--- src/rtl/fc3_ctrl_pkg.sv ---
// Shared types and constants for the FC3 sequencer: FSM encoding, layer dimensions,
// and the helper that extracts one class score from the packed score bus.
package fc3_ctrl_pkg;

    localparam int N_IN      = 84;
    localparam int N_OUT     = 10;
    localparam int ADDR_W    = 7;
    localparam int RD_LAT    = 1;
    localparam int MAC_LAT   = 2;
    localparam int DW        = 16;
    localparam int IDX_W     = 4;
    localparam int DRAIN_LEN = RD_LAT + MAC_LAT;
    localparam int CMP_LEN   = N_OUT + 1;

    typedef enum logic [2:0] {
        ST_IDLE  = 3'd0,
        ST_CLR   = 3'd1,
        ST_ACC   = 3'd2,
        ST_DRAIN = 3'd3,
        ST_WR    = 3'd4,
        ST_CMP   = 3'd5,
        ST_DONE  = 3'd6
    } fc3_state_e;

    // class0 sits in the least significant DW bits
    function automatic logic [DW-1:0] score_at(input logic [N_OUT*DW-1:0] all,
                                               input logic [IDX_W-1:0]    idx);
        logic [DW-1:0] r;
        r = {DW{1'b0}};
        for (int i = 0; i < N_OUT; i++) begin
            if (idx == IDX_W'(i)) begin
                r = all[i*DW +: DW];
            end else begin
                r = r;
            end
        end
        return r;
    endfunction

endpackage

--- src/rtl/fc3_ctrl_if.sv ---
// Handshake, memory-read and result bus between the FC3 sequencer and its environment.
interface fc3_ctrl_if;
    import fc3_ctrl_pkg::*;

    logic                  start;
    logic                  busy;
    logic                  rd_en;
    logic [ADDR_W-1:0]     in_addr;
    logic [ADDR_W-1:0]     w_addr;
    logic                  mac_clr;
    logic                  mac_en;
    logic                  f8_wr_en;
    logic [N_OUT*DW-1:0]   class_all;
    logic [IDX_W-1:0]      class_idx;
    logic [DW-1:0]         class_max;
    logic                  done;

    modport master (
        output start, class_all,
        input  busy, rd_en, in_addr, w_addr, mac_clr, mac_en, f8_wr_en,
               class_idx, class_max, done
    );

    modport slave (
        input  start, class_all,
        output busy, rd_en, in_addr, w_addr, mac_clr, mac_en, f8_wr_en,
               class_idx, class_max, done
    );

endinterface

--- src/rtl/fc3_ctrl_argmax.sv ---
// Sequential signed argmax over the class scores; ties keep the lowest index.
// The published result only changes on the final scan step, so it holds between passes.
module fc3_ctrl_argmax
    import fc3_ctrl_pkg::*;
(
    input  logic                    clk,
    input  logic                    rst_n,
    input  logic                    clr,
    input  logic                    en,
    input  logic                    last,
    input  logic [IDX_W-1:0]        idx,
    input  logic signed [DW-1:0]    score,
    output logic [IDX_W-1:0]        class_idx,
    output logic [DW-1:0]           class_max
);

    logic [IDX_W-1:0]      best_idx_r;
    logic signed [DW-1:0]  best_max_r;
    logic [IDX_W-1:0]      class_idx_r;
    logic [DW-1:0]         class_max_r;
    logic                  take_s;
    logic [IDX_W-1:0]      res_idx_s;
    logic signed [DW-1:0]  res_max_s;

    // Strictly-greater replacement of the running maximum
    always_comb begin
        take_s    = (score > best_max_r);
        res_idx_s = best_idx_r;
        res_max_s = best_max_r;
        if (take_s) begin
            res_idx_s = idx;
            res_max_s = score;
        end else begin
            res_idx_s = best_idx_r;
            res_max_s = best_max_r;
        end
    end

    // Running maximum, seeded with the most negative score so class0 always qualifies
    always_ff @(posedge clk or negedge rst_n) begin
        if (!rst_n) begin
            best_idx_r <= {IDX_W{1'b0}};
            best_max_r <= {DW{1'b0}};
        end else if (clr) begin
            best_idx_r <= {IDX_W{1'b0}};
            best_max_r <= {1'b1, {(DW-1){1'b0}}};
        end else if (en) begin
            best_idx_r <= res_idx_s;
            best_max_r <= res_max_s;
        end
    end

    // Published result, committed together with the last candidate
    always_ff @(posedge clk or negedge rst_n) begin
        if (!rst_n) begin
            class_idx_r <= {IDX_W{1'b0}};
            class_max_r <= {DW{1'b0}};
        end else if (en && last) begin
            class_idx_r <= res_idx_s;
            class_max_r <= res_max_s;
        end
    end

    assign class_idx = class_idx_r;
    assign class_max = class_max_r;

endmodule

--- src/rtl/fc3_ctrl.sv ---
// FC3 layer sequencer: clear, accumulate N_IN inputs, drain, write back, optional argmax.
// Define FC3_ARGMAX_EN to enable the argmax scan over the registered class scores.
module fc3_ctrl
    import fc3_ctrl_pkg::*;
(
    input  logic       clk,
    input  logic       rst_n,
    fc3_ctrl_if.slave  bus
);

    fc3_state_e         state_r;
    fc3_state_e         state_nx_s;
    logic [ADDR_W-1:0]  cnt_r;
    logic [ADDR_W-1:0]  cnt_nx_s;
    logic [ADDR_W-1:0]  addr_r;
    logic [RD_LAT-1:0]  dly_r;
    logic               busy_r;
    logic               rd_en_r;
    logic               mac_clr_r;
    logic               f8_wr_en_r;
    logic               done_r;

    // Next-state and in-state cycle counter
    always_comb begin
        state_nx_s = state_r;
        cnt_nx_s   = {ADDR_W{1'b0}};
        case (state_r)
            ST_IDLE: begin
                if (bus.start) state_nx_s = ST_CLR;
                else           state_nx_s = ST_IDLE;
            end
            ST_CLR: state_nx_s = ST_ACC;
            ST_ACC: begin
                if (cnt_r == ADDR_W'(N_IN - 1)) state_nx_s = ST_DRAIN;
                else                            state_nx_s = ST_ACC;
            end
            ST_DRAIN: begin
                if (cnt_r == ADDR_W'(DRAIN_LEN - 1)) state_nx_s = ST_WR;
                else                                 state_nx_s = ST_DRAIN;
            end
`ifdef FC3_ARGMAX_EN
            ST_WR: state_nx_s = ST_CMP;
`else
            ST_WR: state_nx_s = ST_DONE;
`endif
            ST_CMP: begin
                if (cnt_r == ADDR_W'(CMP_LEN - 1)) state_nx_s = ST_DONE;
                else                               state_nx_s = ST_CMP;
            end
            ST_DONE: state_nx_s = ST_IDLE;
            default: state_nx_s = ST_IDLE;
        endcase
        if ((state_nx_s != state_r) || (state_r == ST_IDLE)) begin
            cnt_nx_s = {ADDR_W{1'b0}};
        end else begin
            cnt_nx_s = cnt_r + ADDR_W'(1);
        end
    end

    // State, counter and Moore outputs registered from the next state
    always_ff @(posedge clk or negedge rst_n) begin
        if (!rst_n) begin
            state_r    <= ST_IDLE;
            cnt_r      <= {ADDR_W{1'b0}};
            addr_r     <= {ADDR_W{1'b0}};
            busy_r     <= 1'b0;
            rd_en_r    <= 1'b0;
            mac_clr_r  <= 1'b0;
            f8_wr_en_r <= 1'b0;
            done_r     <= 1'b0;
        end else begin
            state_r    <= state_nx_s;
            cnt_r      <= cnt_nx_s;
            addr_r     <= (state_nx_s == ST_ACC) ? cnt_nx_s : {ADDR_W{1'b0}};
            busy_r     <= (state_nx_s != ST_IDLE);
            rd_en_r    <= (state_nx_s == ST_ACC);
            mac_clr_r  <= (state_nx_s == ST_CLR);
            f8_wr_en_r <= (state_nx_s == ST_WR);
            done_r     <= (state_nx_s == ST_DONE);
        end
    end

    // Read-latency delay line turning rd_en into mac_en
    always_ff @(posedge clk or negedge rst_n) begin
        if (!rst_n) begin
            dly_r <= {RD_LAT{1'b0}};
        end else begin
            dly_r <= RD_LAT'({dly_r, rd_en_r});
        end
    end

    assign bus.busy     = busy_r;
    assign bus.rd_en    = rd_en_r;
    assign bus.in_addr  = addr_r;
    assign bus.w_addr   = addr_r;
    assign bus.mac_clr  = mac_clr_r;
    assign bus.mac_en   = dly_r[RD_LAT-1];
    assign bus.f8_wr_en = f8_wr_en_r;
    assign bus.done     = done_r;

`ifdef FC3_ARGMAX_EN
    logic                  cmp_clr_s;
    logic                  cmp_en_s;
    logic                  cmp_last_s;
    logic [IDX_W-1:0]      cmp_idx_s;
    logic signed [DW-1:0]  cmp_score_s;
    logic [IDX_W-1:0]      am_idx_s;
    logic [DW-1:0]         am_max_s;

    // CMP step 0 only seeds the maximum; steps 1..N_OUT visit class0..class(N_OUT-1)
    assign cmp_clr_s   = (state_r == ST_CMP) && (cnt_r == {ADDR_W{1'b0}});
    assign cmp_en_s    = (state_r == ST_CMP) && (cnt_r != {ADDR_W{1'b0}});
    assign cmp_last_s  = (state_r == ST_CMP) && (cnt_r == ADDR_W'(N_OUT));
    assign cmp_idx_s   = IDX_W'(cnt_r) - 4'd1;
    assign cmp_score_s = score_at(bus.class_all, cmp_idx_s);

    fc3_ctrl_argmax u_argmax (
        .clk       (clk),
        .rst_n     (rst_n),
        .clr       (cmp_clr_s),
        .en        (cmp_en_s),
        .last      (cmp_last_s),
        .idx       (cmp_idx_s),
        .score     (cmp_score_s),
        .class_idx (am_idx_s),
        .class_max (am_max_s)
    );

    assign bus.class_idx = am_idx_s;
    assign bus.class_max = am_max_s;
`else
    logic unused_class_all_s;

    assign unused_class_all_s = ^bus.class_all;
    assign bus.class_idx      = {IDX_W{1'b0}};
    assign bus.class_max      = {DW{1'b0}};
`endif

endmodule
--- src/flat_wrapper.sv ---
// flat-port wrapper written by rule: the top's interface ports become plain ports
module fc3_ctrl_flat import fc3_ctrl_pkg::*;
  (clk, rst_n, bus_start, bus_class_all, bus_busy, bus_rd_en, bus_in_addr, bus_w_addr, bus_mac_clr, bus_mac_en, bus_f8_wr_en, bus_class_idx, bus_class_max, bus_done);
  fc3_ctrl_if bus_i ();
  input  logic clk;
  input  logic rst_n;
  input wire logic [$bits(bus_i.start)-1:0] bus_start;
  input wire logic [$bits(bus_i.class_all)-1:0] bus_class_all;
  output wire logic [$bits(bus_i.busy)-1:0] bus_busy;
  output wire logic [$bits(bus_i.rd_en)-1:0] bus_rd_en;
  output wire logic [$bits(bus_i.in_addr)-1:0] bus_in_addr;
  output wire logic [$bits(bus_i.w_addr)-1:0] bus_w_addr;
  output wire logic [$bits(bus_i.mac_clr)-1:0] bus_mac_clr;
  output wire logic [$bits(bus_i.mac_en)-1:0] bus_mac_en;
  output wire logic [$bits(bus_i.f8_wr_en)-1:0] bus_f8_wr_en;
  output wire logic [$bits(bus_i.class_idx)-1:0] bus_class_idx;
  output wire logic [$bits(bus_i.class_max)-1:0] bus_class_max;
  output wire logic [$bits(bus_i.done)-1:0] bus_done;
  assign bus_i.start = bus_start;
  assign bus_i.class_all = bus_class_all;
  assign bus_busy = bus_i.busy;
  assign bus_rd_en = bus_i.rd_en;
  assign bus_in_addr = bus_i.in_addr;
  assign bus_w_addr = bus_i.w_addr;
  assign bus_mac_clr = bus_i.mac_clr;
  assign bus_mac_en = bus_i.mac_en;
  assign bus_f8_wr_en = bus_i.f8_wr_en;
  assign bus_class_idx = bus_i.class_idx;
  assign bus_class_max = bus_i.class_max;
  assign bus_done = bus_i.done;
  fc3_ctrl u_core (.clk(clk), .rst_n(rst_n), .bus(bus_i));
endmodule
--- config.mk ---
export PLATFORM = sky130hd
export DESIGN_NAME = fc3_ctrl_flat
export DESIGN_NICKNAME = d
export VERILOG_FILES = /design/src/rtl/fc3_ctrl_pkg.sv /design/src/rtl/fc3_ctrl_if.sv /design/src/rtl/fc3_ctrl_argmax.sv /design/src/rtl/fc3_ctrl.sv /design/src/flat_wrapper.sv
export SDC_FILE = /design/constraint.sdc
export NUM_CORES = 1
export LEC_CHECK = 0
export CAP_MARGIN = 20
export CORE_ASPECT_RATIO = 0.6
export CORE_UTILIZATION = 24
export CTS_BUF_LIST = sky130_fd_sc_hd__clkbuf_8
export CTS_CLUSTER_SIZE = 25
export DETAILED_ROUTE_END_ITERATION = 8
export PLACE_DENSITY_LB_ADDON = 0.12
export SLEW_MARGIN = 20
export SYNTH_ARGS = -nofsm -noshare
export SYNTH_HDL_FRONTEND = slang
export SYNTH_SLANG_ARGS = --single-unit
--- constraint.sdc ---
create_clock -name clk -period 4.5 [get_ports clk]
set_input_delay 0.9 -clock clk [delete_from_list [all_inputs] [get_ports clk]]
set_output_delay 0.9 -clock clk [all_outputs]
set_load 0.01 [all_outputs]
### Yosys cells after proc, flatten, opt, wreduce, memory -nomap -nowiden

Cells that the tools add are included.
W data, S select, Z words.

* logic and storage cells: 33
* bits of input ports: 163
* output and inout bits: 40
* register bits: 23

* add/sub/neg operators: 1
* reductions and logical operators: 3
* muxes and demuxes: 7
* equal/unequal tests: 13

Operators with widths (number)
* $pmux W3 S6: 1
* $mux W7: 2
* $eq A3 B3 Y1 const B: 4
* $eq A3 B2 Y1 const B: 3
* $add A7 B1 Y7 const B: 1
* $eq A7 B2 Y1 const B: 1
* $eq A7 B4 Y1 const B: 1
* $eq A7 B7 Y1 const B: 1
* $eq A3 B1 Y1 const B: 2
* $logic_not A3 Y1: 1
* $mux W3: 1
* $ne A3 B3 Y1: 1
* $reduce_bool A3 Y1: 1
* $mux W1: 2
* $mux W2: 1
* $logic_or A1 B1 Y1: 1

### Longest topological paths before layout

Gate-level depths: netlist of the first run.

* depth after elaboration: 7
* depth in mapped cells: 6
* depth with buffers taken out: 6

### Least setup slack after synthesis of the first run

Ideal clock, no wire load.

* path kind: flip-flop to flip-flop
* start: register u_core.cnt_r[0]
* end: register u_core.cnt_r[2]
* required time: 4.366 ns
* setup slack: 3.054 ns
* arrival: 1.312 ns
* setup time: 0.134 ns
* stages on the path, launching flop included: 6
* path buffers: 0
* cell sequence: dfrtp_1 ha_1 and4b_1 a211oi_2 a311oi_4 nor2_1

* longest elaborated chain between the ends: 6

RTL lines
* start, declared: line fc3_ctrl.sv:13 `logic [ADDR_W-1:0] cnt_r;`
* start signal, assigned: line fc3_ctrl.sv:64 `cnt_r <= {ADDR_W{1'b0}};`
* start signal, assigned: line fc3_ctrl.sv:73 `cnt_r <= cnt_nx_s;`
* $eq A7 B4 Y1 (tied with other cells): line fc3_ctrl.sv:47 `if (cnt_r == ADDR_W'(CMP_LEN - 1)) state_nx_s = ST_DONE;`
* $mux W2 (tied with other cells): line fc3_ctrl.sv:47
* $pmux W3 S6: line fc3_ctrl.sv:27 `case (state_r)`
* $ne A3 B3 Y1: line fc3_ctrl.sv:53 `if ((state_nx_s != state_r) || (state_r == ST_IDLE)) begin`
* $logic_or A1 B1 Y1: line fc3_ctrl.sv:53
* $mux W7 *: line fc3_ctrl.sv:53
* named net u_core.cnt_nx_s[2]: line fc3_ctrl.sv:14 `logic [ADDR_W-1:0] cnt_nx_s;`

Mark *: on every way through the listed nets, which the timed path passes. The rest lies on a longest branch.

### Worst setup path in the final report of the first run

* start: register u_core.addr_r[2] (netlist: u_core.bus.in_addr[2])
* end: output port bus_w_addr[2]

RTL lines
* start, declared: line fc3_ctrl.sv:15 `logic [ADDR_W-1:0] addr_r;`
* start signal, assigned: line fc3_ctrl.sv:65 `addr_r <= {ADDR_W{1'b0}};`
* start signal, assigned: line fc3_ctrl.sv:74 `addr_r <= (state_nx_s == ST_ACC) ? cnt_nx_s : {ADDR_W{1'b0}};`
* end, declared: line flat_wrapper.sv:12 `output wire logic [$bits(bus_i.w_addr)-1:0] bus_w_addr;`

No word-level cell between the ends.

==> results of run 1 <==
## logic make-up (layout without fill, tap and decap cells)
| family | count (synthesis) | after routing |
|---|---|---|
| xor gates and xnor gates | 5 | 5 |
| muxes | 1 | 1 |
| other | 1 | 20 |
| adders and majority gates | 2 | 2 |
| DFF | 23 | 23 |
| buffers and inverters | 33 | 29 |
| AOI/OAI and AO/OA | 9 | 9 |
| and+or+nand+nor | 38 | 38 |
## registers in the layout, summed over array words and instances, names as in the netlist
| name | flops |
|---|---|
| u_core.bus.mac_clr | 1 |
| u_core.bus.mac_en | 1 |
| u_core.cnt_r | 7 |
| u_core.bus.rd_en | 1 |
| u_core.bus.done | 1 |
| u_core.bus.busy | 1 |
| u_core.state_r | 3 |
| u_core.bus.in_addr | 7 |
| u_core.bus.f8_wr_en | 1 |
## through the flow
| step | power (uW) | cells | instance area, um2 | setup WS [ns] |
|---|---|---|---|---|
| after floorplan | 231 | 131 | 1270 | 3.05 |
| after global placement | 224 | 186 | 1340 | 2.29 |
| after detailed placement | 224 | 186 | 1340 | 2.27 |
| after CTS | 351 | 190 | 1380 | 2.38 |
| after global routing | 361 | 190 | 1380 | 2.34 |
| final | 343 | 190 | 1380 | 2.40 |
## final timing paths
path | endpoint | cells past startpoint
max | bus_w_addr[2] | 1
min | u_core.bus.mac_en$_DFF_PN0_ | 0
max reg2reg | u_core.cnt_r[6]$_DFF_PN0_ | 5
min reg2reg | u_core.bus.mac_en$_DFF_PN0_ | 0
max in group asynchronous | u_core.cnt_r[5]$_DFF_PN0_ | 1
min in group asynchronous | u_core.bus.done$_DFF_PN0_ | 1
## power by group through the flow
stage	logic (uW)	clock network, uW	registers, uW
3_3_place_gp	13.4	0	211
2_1_floorplan	20.3	0	211
4_1_cts	13.5	131	206
3_5_place_dp	13.5	0	211
5_1_grt	14.9	140	206
6_report	13.0	124	206
## final cells by class
class	count	area, um2	share of cell area
clock buffers	3	41.3	0.0300
clock inverters	1	3.75	0.00272
well taps	63	78.8	0.0572
flip-flops and latches	23	576	0.418
multi-input cells	75	452	0.328
inverters	3	11.3	0.00817
repair buffers	22	215	0.156
## per-layer routing
metal  global-route usage  vias to the layer above  wire (um)
met4               0.0264                        0         14
met3               0.0298                        2        113
met1                0.146                      345       1260
met2                0.138                       23        908
met5                    0                        -          0
li1                     -                      353          -
## cells in the mapped netlist, types with 2 or more instances
| library cell | n |
|---|---|
| buf_4 | 27 |
| dfrtp_1 | 23 |
| nor2_1 | 19 |
| nand2_1 | 4 |
| inv_1 | 3 |
| xnor2_1 | 3 |
| a21oi_1 | 2 |
| a31oi_1 | 2 |
| clkbuf_8 | 2 |
| ha_1 | 2 |
| nand3_1 | 2 |
| nand3b_1 | 2 |
| xor2_1 | 2 |
==> flow_metrics.env, run 1 <==
export IMPL_synth_top_family_by_area="buffers and inverters"
export IMPL_syn_area_per_cell_um2=10.7
export IMPL_final_common_cell="dfrtp_1"
export IMPL_vias=723
export IMPL_std_cell_rows=19
export IMPL_fin_nets=293
export IMPL_cts_max_path_buffers=2
export IMPL_switching_share=0.217
export IMPL_hold_ws_ns=0.381
export IMPL_wl_mm=2.30
export IMPL_power_frac_seq=0.602
export IMPL_fin_skew_ns=0.00743
export IMPL_cp_slowest_cell="clkdlybuf4s50_1"
export IMPL_grt_pass1_wl_mm=3.86
export IMPL_hold_viol=0
export IMPL_combPwrFrac=0.038
export IMPL_fmaxAchievable_mhz=476
export IMPL_final_util=0.294
export IMPL_outcome="finished clean"
export IMPL_htree_levels=1
export IMPL_setup_viol=0
export IMPL_cp_cell_sequence="clkdlybuf4s50_1"
export IMPL_antennaDiodeCount=0
export IMPL_peakVddDrop_uv=121
export IMPL_drcViolationCount=0
export IMPL_place_congestion=0.692
export IMPL_ys_async_sr_fraction=1.00
export IMPL_min_from="u_core.bus.rd_en$_DFF_PN0_"
export IMPL_n_fill_cell=489
export IMPL_die_w_um=93.3
export IMPL_synthDistinctLibCells=32
export IMPL_grt_pass1_vias=748
export IMPL_maxCapViolations=0
export IMPL_cp_required_ns=3.60
export IMPL_drive_above_1_share=0.0866
export IMPL_synth_xor_area_frac=0.0365
export IMPL_worst_path_buf_inv=1
export IMPL_cts_setup_buffers=0
export IMPL_yosys_top_cells_area="dfrtp_1 (48%), buf_4 (17%), nor2_1 (5.9%)"
export IMPL_mostFrequentLayoutCells="dfrtp_1 (23), clkdlybuf4s50_1 (21), conb_1 (20), nor2_1 (19)"
export IMPL_yosys_area_top_type="dfrtp_1"
export IMPL_gr_usage_all_layers=0.0987
export IMPL_ctsHoldBuffers=0
export IMPL_slew_viol_final=0
export IMPL_place_hpwl_mm=1.75
export IMPL_initial_core_util=0.256
export IMPL_yosys_warnings=0
export IMPL_ys_ff_latch=23
export IMPL_r2r_slack_ns=2.75
export IMPL_tightestPinTransition_ns=0.532
export IMPL_muxShareOfSynthArea=0.00833
export IMPL_synth_top_cell_area_share=0.479
export IMPL_synth_cells=112
export IMPL_period_needed_ns=2.10
export IMPL_core_area_mm2=0.00468
export IMPL_synth_compound_area_share=0.0854
export IMPL_crit_path_start="u_core.bus.in_addr[2]$_DFF_PN0_"
export IMPL_clk_pin_slew_worst_paths_ns=0.08
export IMPL_area_growth_pct=14.7
export IMPL_crit_type="reg2out"
export IMPL_setup_tns_ns=0
export IMPL_cts_tree="built"
export IMPL_ys_flop_type="dfrtp_1"
export IMPL_finalCritPeriodShare=0.466
export IMPL_cts_sinks=23
export IMPL_relSlewSlack=0.645
export IMPL_overflow=0
export IMPL_synthSimpleGateAreaFrac=0.163
export IMPL_p_switching_uw=74.6
export IMPL_wl_per_cell_um=12.1
export IMPL_grt_max_degree=24
export IMPL_clk_insertion_delay_late_ns=0.26
export IMPL_ios=203
export IMPL_rr_startpoint="u_core.cnt_r[0]$_DFF_PN0_"
export IMPL_rsz0062_at_grt="false"
export IMPL_drt_initial_drc_count=35
export IMPL_cpPeakStageDelay_ns=0.56
export IMPL_ant_nets=0
export IMPL_cts_buffers=3
export IMPL_powerDensity_mw_per_mm2=249
export IMPL_cp_max_fo=2
export IMPL_p_clk_frac=0.360
export IMPL_via_per_inst=3.81
export IMPL_cts_resized=0
export IMPL_drt_pre_antenna_iters=4
export IMPL_synthAdderAreaFrac=0.0208
export IMPL_p_int_uw=268
export IMPL_cp_end_kind="output port"
export IMPL_clockRootBuffer="clkbuf_8"
export IMPL_die_y_um=56.8
export IMPL_worst_ep_arrival_time_ns=1.20
export IMPL_hold_class="reg2reg"
export IMPL_critPathTopFamily="buffers and inverters"
export IMPL_portBuffers=22
export IMPL_synth_edf_count=0
export IMPL_die_area_mm2=0.00530
export IMPL_p_leak_uw=0.000631
export IMPL_yosysSeqAreaShare=0.479
export IMPL_antenna_found_initial=0
export IMPL_netlist_area_mm2=0.00120
export IMPL_worst_setup_path_start_kind="flip-flop"
Power figures use the tool's default switching activity.
==> run 2, diff against run 1 <==
CORE_UTILIZATION = 22   (was 24)
clock period = 2.09 ns   (was 4.5 ns; I/O delays follow)
==> run 2 against run 1 <==
Worst setup slack lost 2.0 ns. Count of clock-buffer cells in the layout unchanged. Worst hold slack improved by 0.0057 ns. Critical path depth is 4 higher. Clock skew grew 0.0011 ns. Routed wire length is 4.6% lower. Clock power is 120% higher. Final cell count rose by 2.1%. Total power is 120% higher. Sequential share of layout area shrank 0.49 points. Critical path type is now reg2reg. Largest cell class unchanged.
==> flow_metrics.env, run 2 (synthesis results as in run 1) <==
export IMPL_outcome="finished clean"
export IMPL_cts_sinks=23
export IMPL_worst_setup_path_start_kind="flip-flop"
export IMPL_switching_share=0.220
export IMPL_place_congestion=0.718
export IMPL_finalCritPeriodShare=0.793
export IMPL_combPwrFrac=0.041
export IMPL_peakVddDrop_uv=215
export IMPL_cts_max_path_buffers=2
export IMPL_hold_class="reg2reg"
export IMPL_cts_buffers=3
export IMPL_grt_pass1_wl_mm=3.55
export IMPL_gr_usage_all_layers=0.0824
export IMPL_slew_viol_final=0
export IMPL_cts_setup_buffers=0
export IMPL_cp_max_fo=7
export IMPL_grt_pass1_vias=684
export IMPL_maxCapViolations=0
export IMPL_antennaDiodeCount=0
export IMPL_met2_usage=0.109
export IMPL_initial_core_util=0.233
export IMPL_core_area_mm2=0.00515
export IMPL_hold_viol=0
export IMPL_worst_ep_arrival_time_ns=1.79
export IMPL_die_y_um=59.2
export IMPL_final_common_cell="dfrtp_1"
export IMPL_period_needed_ns=1.66
export IMPL_via_per_inst=3.79
export IMPL_ios=203
export IMPL_cts_resized=0
export IMPL_die_w_um=97.4
export IMPL_antenna_found_initial=0
export IMPL_p_clk_frac=0.362
export IMPL_fin_skew_ns=0.00857
export IMPL_setup_viol=0
export IMPL_crit_type="reg2reg"
export IMPL_drive_above_1_share=0.0859
export IMPL_powerDensity_mw_per_mm2=534
export IMPL_clk_insertion_delay_late_ns=0.26
export IMPL_drt_pre_antenna_iters=4
export IMPL_area_growth_pct=16.0
export IMPL_wl_per_cell_um=11.3
export IMPL_ant_nets=0
export IMPL_grtUsageMet3=0.0318
export IMPL_drcViolationCount=0
export IMPL_setup_tns_ns=0
export IMPL_overflow=0
export IMPL_busiest_layer="met1"
export IMPL_ctsHoldBuffers=0
export IMPL_fmaxAchievable_mhz=603
export IMPL_portBuffers=22
export IMPL_fin_nets=294
export IMPL_std_cell_rows=20
export IMPL_p_leak_uw=0.000636
export IMPL_drt_initial_drc_count=24
export IMPL_htree_levels=1
export IMPL_cp_end_kind="flip-flop"
export IMPL_vias=735
export IMPL_cp_required_ns=2.22
export IMPL_rsz0062_at_grt="false"
export IMPL_clockRootBuffer="clkbuf_8"
export IMPL_wl_mm=2.20
export IMPL_grt_met1_usage=0.124
export IMPL_place_hpwl_mm=1.61
export IMPL_p_int_uw=580
export IMPL_grt_max_degree=24
export IMPL_mostFrequentLayoutCells="dfrtp_1 (23), clkdlybuf4s50_1 (22), conb_1 (20), nor2_1 (19)"
export IMPL_clk_pin_slew_worst_paths_ns=0.08
export IMPL_cts_tree="built"
export IMPL_final_util=0.270
export IMPL_die_area_mm2=0.00577
export IMPL_power_frac_seq=0.597
export IMPL_p_switching_uw=164
## run 2: worst max-delay path, stage by stage, from the launching register on
cell	delay [ns]
dfrtp_1	0.43
ha_1	0.22
and4b_1	0.25
a211oi_2	0.10
a311oi_4	0.44
nor2_1	0.09
## run 2: power by group through the flow
| stage | Sequential, uW | Combinational [uW] | Clock [uW] |
|---|---|---|---|
| 2_1_floorplan | 454 | 43.6 | 0 |
| 3_3_place_gp | 453 | 30.3 | 0 |
| 3_5_place_dp | 453 | 30.6 | 0 |
| 4_1_cts | 445 | 30.5 | 281 |
| 5_1_grt | 445 | 35.6 | 302 |
| 6_report | 445 | 30.2 | 270 |
## run 2: cell type report
class                           count  area [um2]
Clock buffer                        3        41.3
Clock inverter                      1        3.75
Fill cell                         551        3760
Inverter                            3        11.3
Multi-Input combinational cell     75         452
Sequential cell                    23         576
Tap cell                           66        82.6
Timing Repair Buffer               23         228
## run 2: metrics by stage
| step | instance area, um2 | setup WS, ns | power (uW) | hold slack [ns] | instances |
|---|---|---|---|---|---|
| after global routing | 1390 | 0.271 | 782 | 0.407 | 194 |
| final | 1390 | 0.433 | 745 | 0.387 | 194 |
| after CTS | 1390 | 0.418 | 756 | 0.389 | 194 |
| after global placement | 1350 | 0.423 | 484 | 0.374 | 190 |
| after detailed placement | 1350 | 0.434 | 484 | 0.370 | 190 |
| after floorplan | 1270 | 0.644 | 497 | 0.122 | 131 |
## run 2: path summary, 6_finish.rpt
path / slack (ns) / from / endpoint / cells after the start
setup reg to reg: 0.43 / u_core.cnt_r[0]$_DFF_PN0_ / u_core.cnt_r[4]$_DFF_PN0_ / 5
min in group asynchronous: 0.50 / rst_n / u_core.bus.mac_clr$_DFF_PN0_ / 2
setup / recovery: 0.43 / u_core.cnt_r[0]$_DFF_PN0_ / u_core.cnt_r[4]$_DFF_PN0_ / 5
hold reg to reg: 0.39 / u_core.bus.rd_en$_DFF_PN0_ / u_core.bus.mac_en$_DFF_PN0_ / 0
hold / removal: 0.39 / u_core.bus.rd_en$_DFF_PN0_ / u_core.bus.mac_en$_DFF_PN0_ / 0
max in group asynchronous: 1.35 / rst_n / u_core.cnt_r[2]$_DFF_PN0_ / 2
## run 2: layer usage
layer  routed length, um  vias up
li1                    -      350
met1                1220      363
met2                 865       20
met3                 100        2
met4                  11        0
met5                   0        -
==> run 3, diff against run 2 <==
CORE_UTILIZATION = 20   (was 22)
clock period = 1.5 ns   (was 2.09 ns; I/O delays follow)
==> run 3 against run 2 <==
The flow now finishes with violations (setup timing). Non-clock buffer count up 14. Via count is 7.5% higher. Total power increased by 41%. Worst setup slack worse by 0.49 ns. Highest routed layer unchanged. Global-route usage up 0.41 points. Largest cell class unchanged. Clock power grew 43%.
==> flow_metrics.env, run 3 (synthesis results as in run 1) <==
export IMPL_portBuffers=22
export IMPL_gr_usage_all_layers=0.0865
export IMPL_outcome="complete, but fails checks"
export IMPL_grt_max_degree=24
export IMPL_fmaxAchievable_mhz=643
export IMPL_cts_max_path_buffers=2
export IMPL_hold_class="in2async"
export IMPL_drcViolationCount=0
export IMPL_final_util=0.279
export IMPL_hold_viol=0
export IMPL_relSlewSlack=0.637
export IMPL_period_needed_ns=1.56
export IMPL_clk_insertion_delay_late_ns=0.27
export IMPL_cp_slowest_cell="dfrtp_1"
export IMPL_cts_sinks=23
export IMPL_overflow=0
export IMPL_area_growth_pct=31.8
export IMPL_maxCapViolations=0
export IMPL_cp_required_ns=1.65
export IMPL_rr_startpoint="u_core.cnt_r[0]$_DFF_PN0_"
export IMPL_worst_setup_path_start_kind="flip-flop"
export IMPL_tightestPinTransition_ns=0.537
export IMPL_cpPeakStageDelay_ns=0.41
export IMPL_p_total_uw=1050
export IMPL_layout_cells_non_filler=222
export IMPL_fin_skew_ns=0.00337
export IMPL_worst_ep_arrival_time_ns=1.71
export IMPL_fin_nets=308
export IMPL_wl_mm=2.51
export IMPL_mostFrequentLayoutCells="dfrtp_1 (23), conb_1 (20), nor2_1 (19), dlymetal6s2s_1 (14), buf_4 (14)"
export IMPL_powerDensity_mw_per_mm2=662
export IMPL_reg2reg_depth=6
export IMPL_initial_core_util=0.212
export IMPL_finalCritPeriodShare=1.04
export IMPL_antennaDiodeCount=0
export IMPL_slew_viol_final=0
export IMPL_place_congestion=0.759
export IMPL_die_w_um=102
export IMPL_cp_end_kind="flip-flop"
export IMPL_setup_viol=9
export IMPL_via_per_inst=3.56
export IMPL_r2r_end="u_core.cnt_r[6]$_DFF_PN0_"
export IMPL_cp_cell_sequence="ha_2 -> and4b_2 -> a211oi_2 -> a311oi_4 -> buf_6 -> nor2_1"
export IMPL_grt_pass1_wl_mm=3.95
export IMPL_ant_nets=0
export IMPL_violations="setup timing"
export IMPL_place_hpwl_mm=1.82
export IMPL_peakVddDrop_uv=245
export IMPL_cp_max_fo=7
export IMPL_layout_setup_ws_ns=-0.0552
export IMPL_critPathTopFamily="flip-flops"
export IMPL_core_area_mm2=0.00568
export IMPL_crit_type="reg2reg"
export IMPL_hold_ws_ns=0.382
export IMPL_final_common_cell="dfrtp_1"
export IMPL_antenna_found_initial=0
export IMPL_drt_pre_antenna_iters=4
export IMPL_dp_cells=217
export IMPL_clk_pin_slew_worst_paths_ns=0.08
export IMPL_clockRootBuffer="clkbuf_8"
export IMPL_r2r_slack_ns=-0.06
export IMPL_htree_levels=1
export IMPL_die_y_um=62.0
export IMPL_ios=203
export IMPL_cts_tree="built"
export IMPL_drt_initial_drc_count=25
export IMPL_p_leak_uw=0.000884
export IMPL_vias=790
export IMPL_wl_per_cell_um=11.3
export IMPL_worst_path_buf_inv=1
export IMPL_rsz0062_at_grt="true"
export IMPL_std_cell_rows=21
export IMPL_die_area_mm2=0.00633
export IMPL_grt_pass1_vias=732
export IMPL_setup_tns_ns=-0.302
export IMPL_cts_buffers=3
export IMPL_drive_above_1_share=0.218
-- run 3: cell types whose count changed in the layout (fill, tap and decap cells not counted), moves of 2 or more --
cell	before	now
dlygate4sd2_1	0	2
ha_1	2	0
ha_2	0	2
dlymetal6s2s_1	0	14
buf_4	1	14
clkdlybuf4s50_1	22	6
-- run 3: what timing repair did --
action,4_1_cts,5_1_grt
gates resized for setup,5,20
setup buffers,1,0
pin swaps,1,0
hold buffers,0,0
setup endpoints to repair,17,32
-- run 3: area by class of cell --
class | count | area [um2]
fillers | 621 | 4090
inverters | 3 | 11.3
flip-flops and latches | 23 | 576
repair buffers | 37 | 369
clock buffers | 3 | 41.3
well taps | 80 | 100
clock inverters | 1 | 3.75
multi-input cells | 75 | 482
-- run 3: routing by layer --
| metal | vias up | wire (um) | global-route usage |
|---|---|---|---|
| li1 | 382 | - | - |
| met1 | 382 | 1330 | 0.128 |
| met2 | 21 | 1050 | 0.119 |
| met3 | 5 | 96 | 0.0268 |
| met4 | 0 | 34 | 0.0245 |
| met5 | - | 0 | 0 |
-- run 3: report_power, final --
group,internal (uW),switching [uW],total [uW]
Combinational,6.66,35.9,42.6
Sequential,619,0,619
Clock,183,203,386
Total,809,239,1050
-- run 3: how the worst max path moves through the flow --
stage / start / end / slack [ns] / cells past startpoint
finish: u_core.cnt_r[0]$_DFF_PN0_ / u_core.cnt_r[6]$_DFF_PN0_ / -0.06 / 6
global route: u_core.cnt_r[0]$_DFF_PN0_ / u_core.cnt_r[4]$_DFF_PN0_ / -0.13 / 6
CTS: u_core.cnt_r[0]$_DFF_PN0_ / u_core.cnt_r[6]$_DFF_PN0_ / -0.06 / 6
detailed placement: u_core.cnt_r[0]$_DFF_PN0_ / u_core.cnt_r[6]$_DFF_PN0_ / -0.05 / 7
global placement: u_core.cnt_r[0]$_DFF_PN0_ / u_core.cnt_r[3]$_DFF_PN0_ / -0.03 / 6
floorplan: u_core.cnt_r[0]$_DFF_PN0_ / u_core.cnt_r[2]$_DFF_PN0_ / 0.05 / 5
-- run 3: per-stage QoR --
step | setup slack (ns) | cell area (um2)
floorplan | 0.0543 | 1270
global placement | -0.0345 | 1460
detailed placement | -0.0544 | 1460
CTS | -0.0570 | 1530
global route | -0.131 | 1580
finish | -0.0552 | 1580
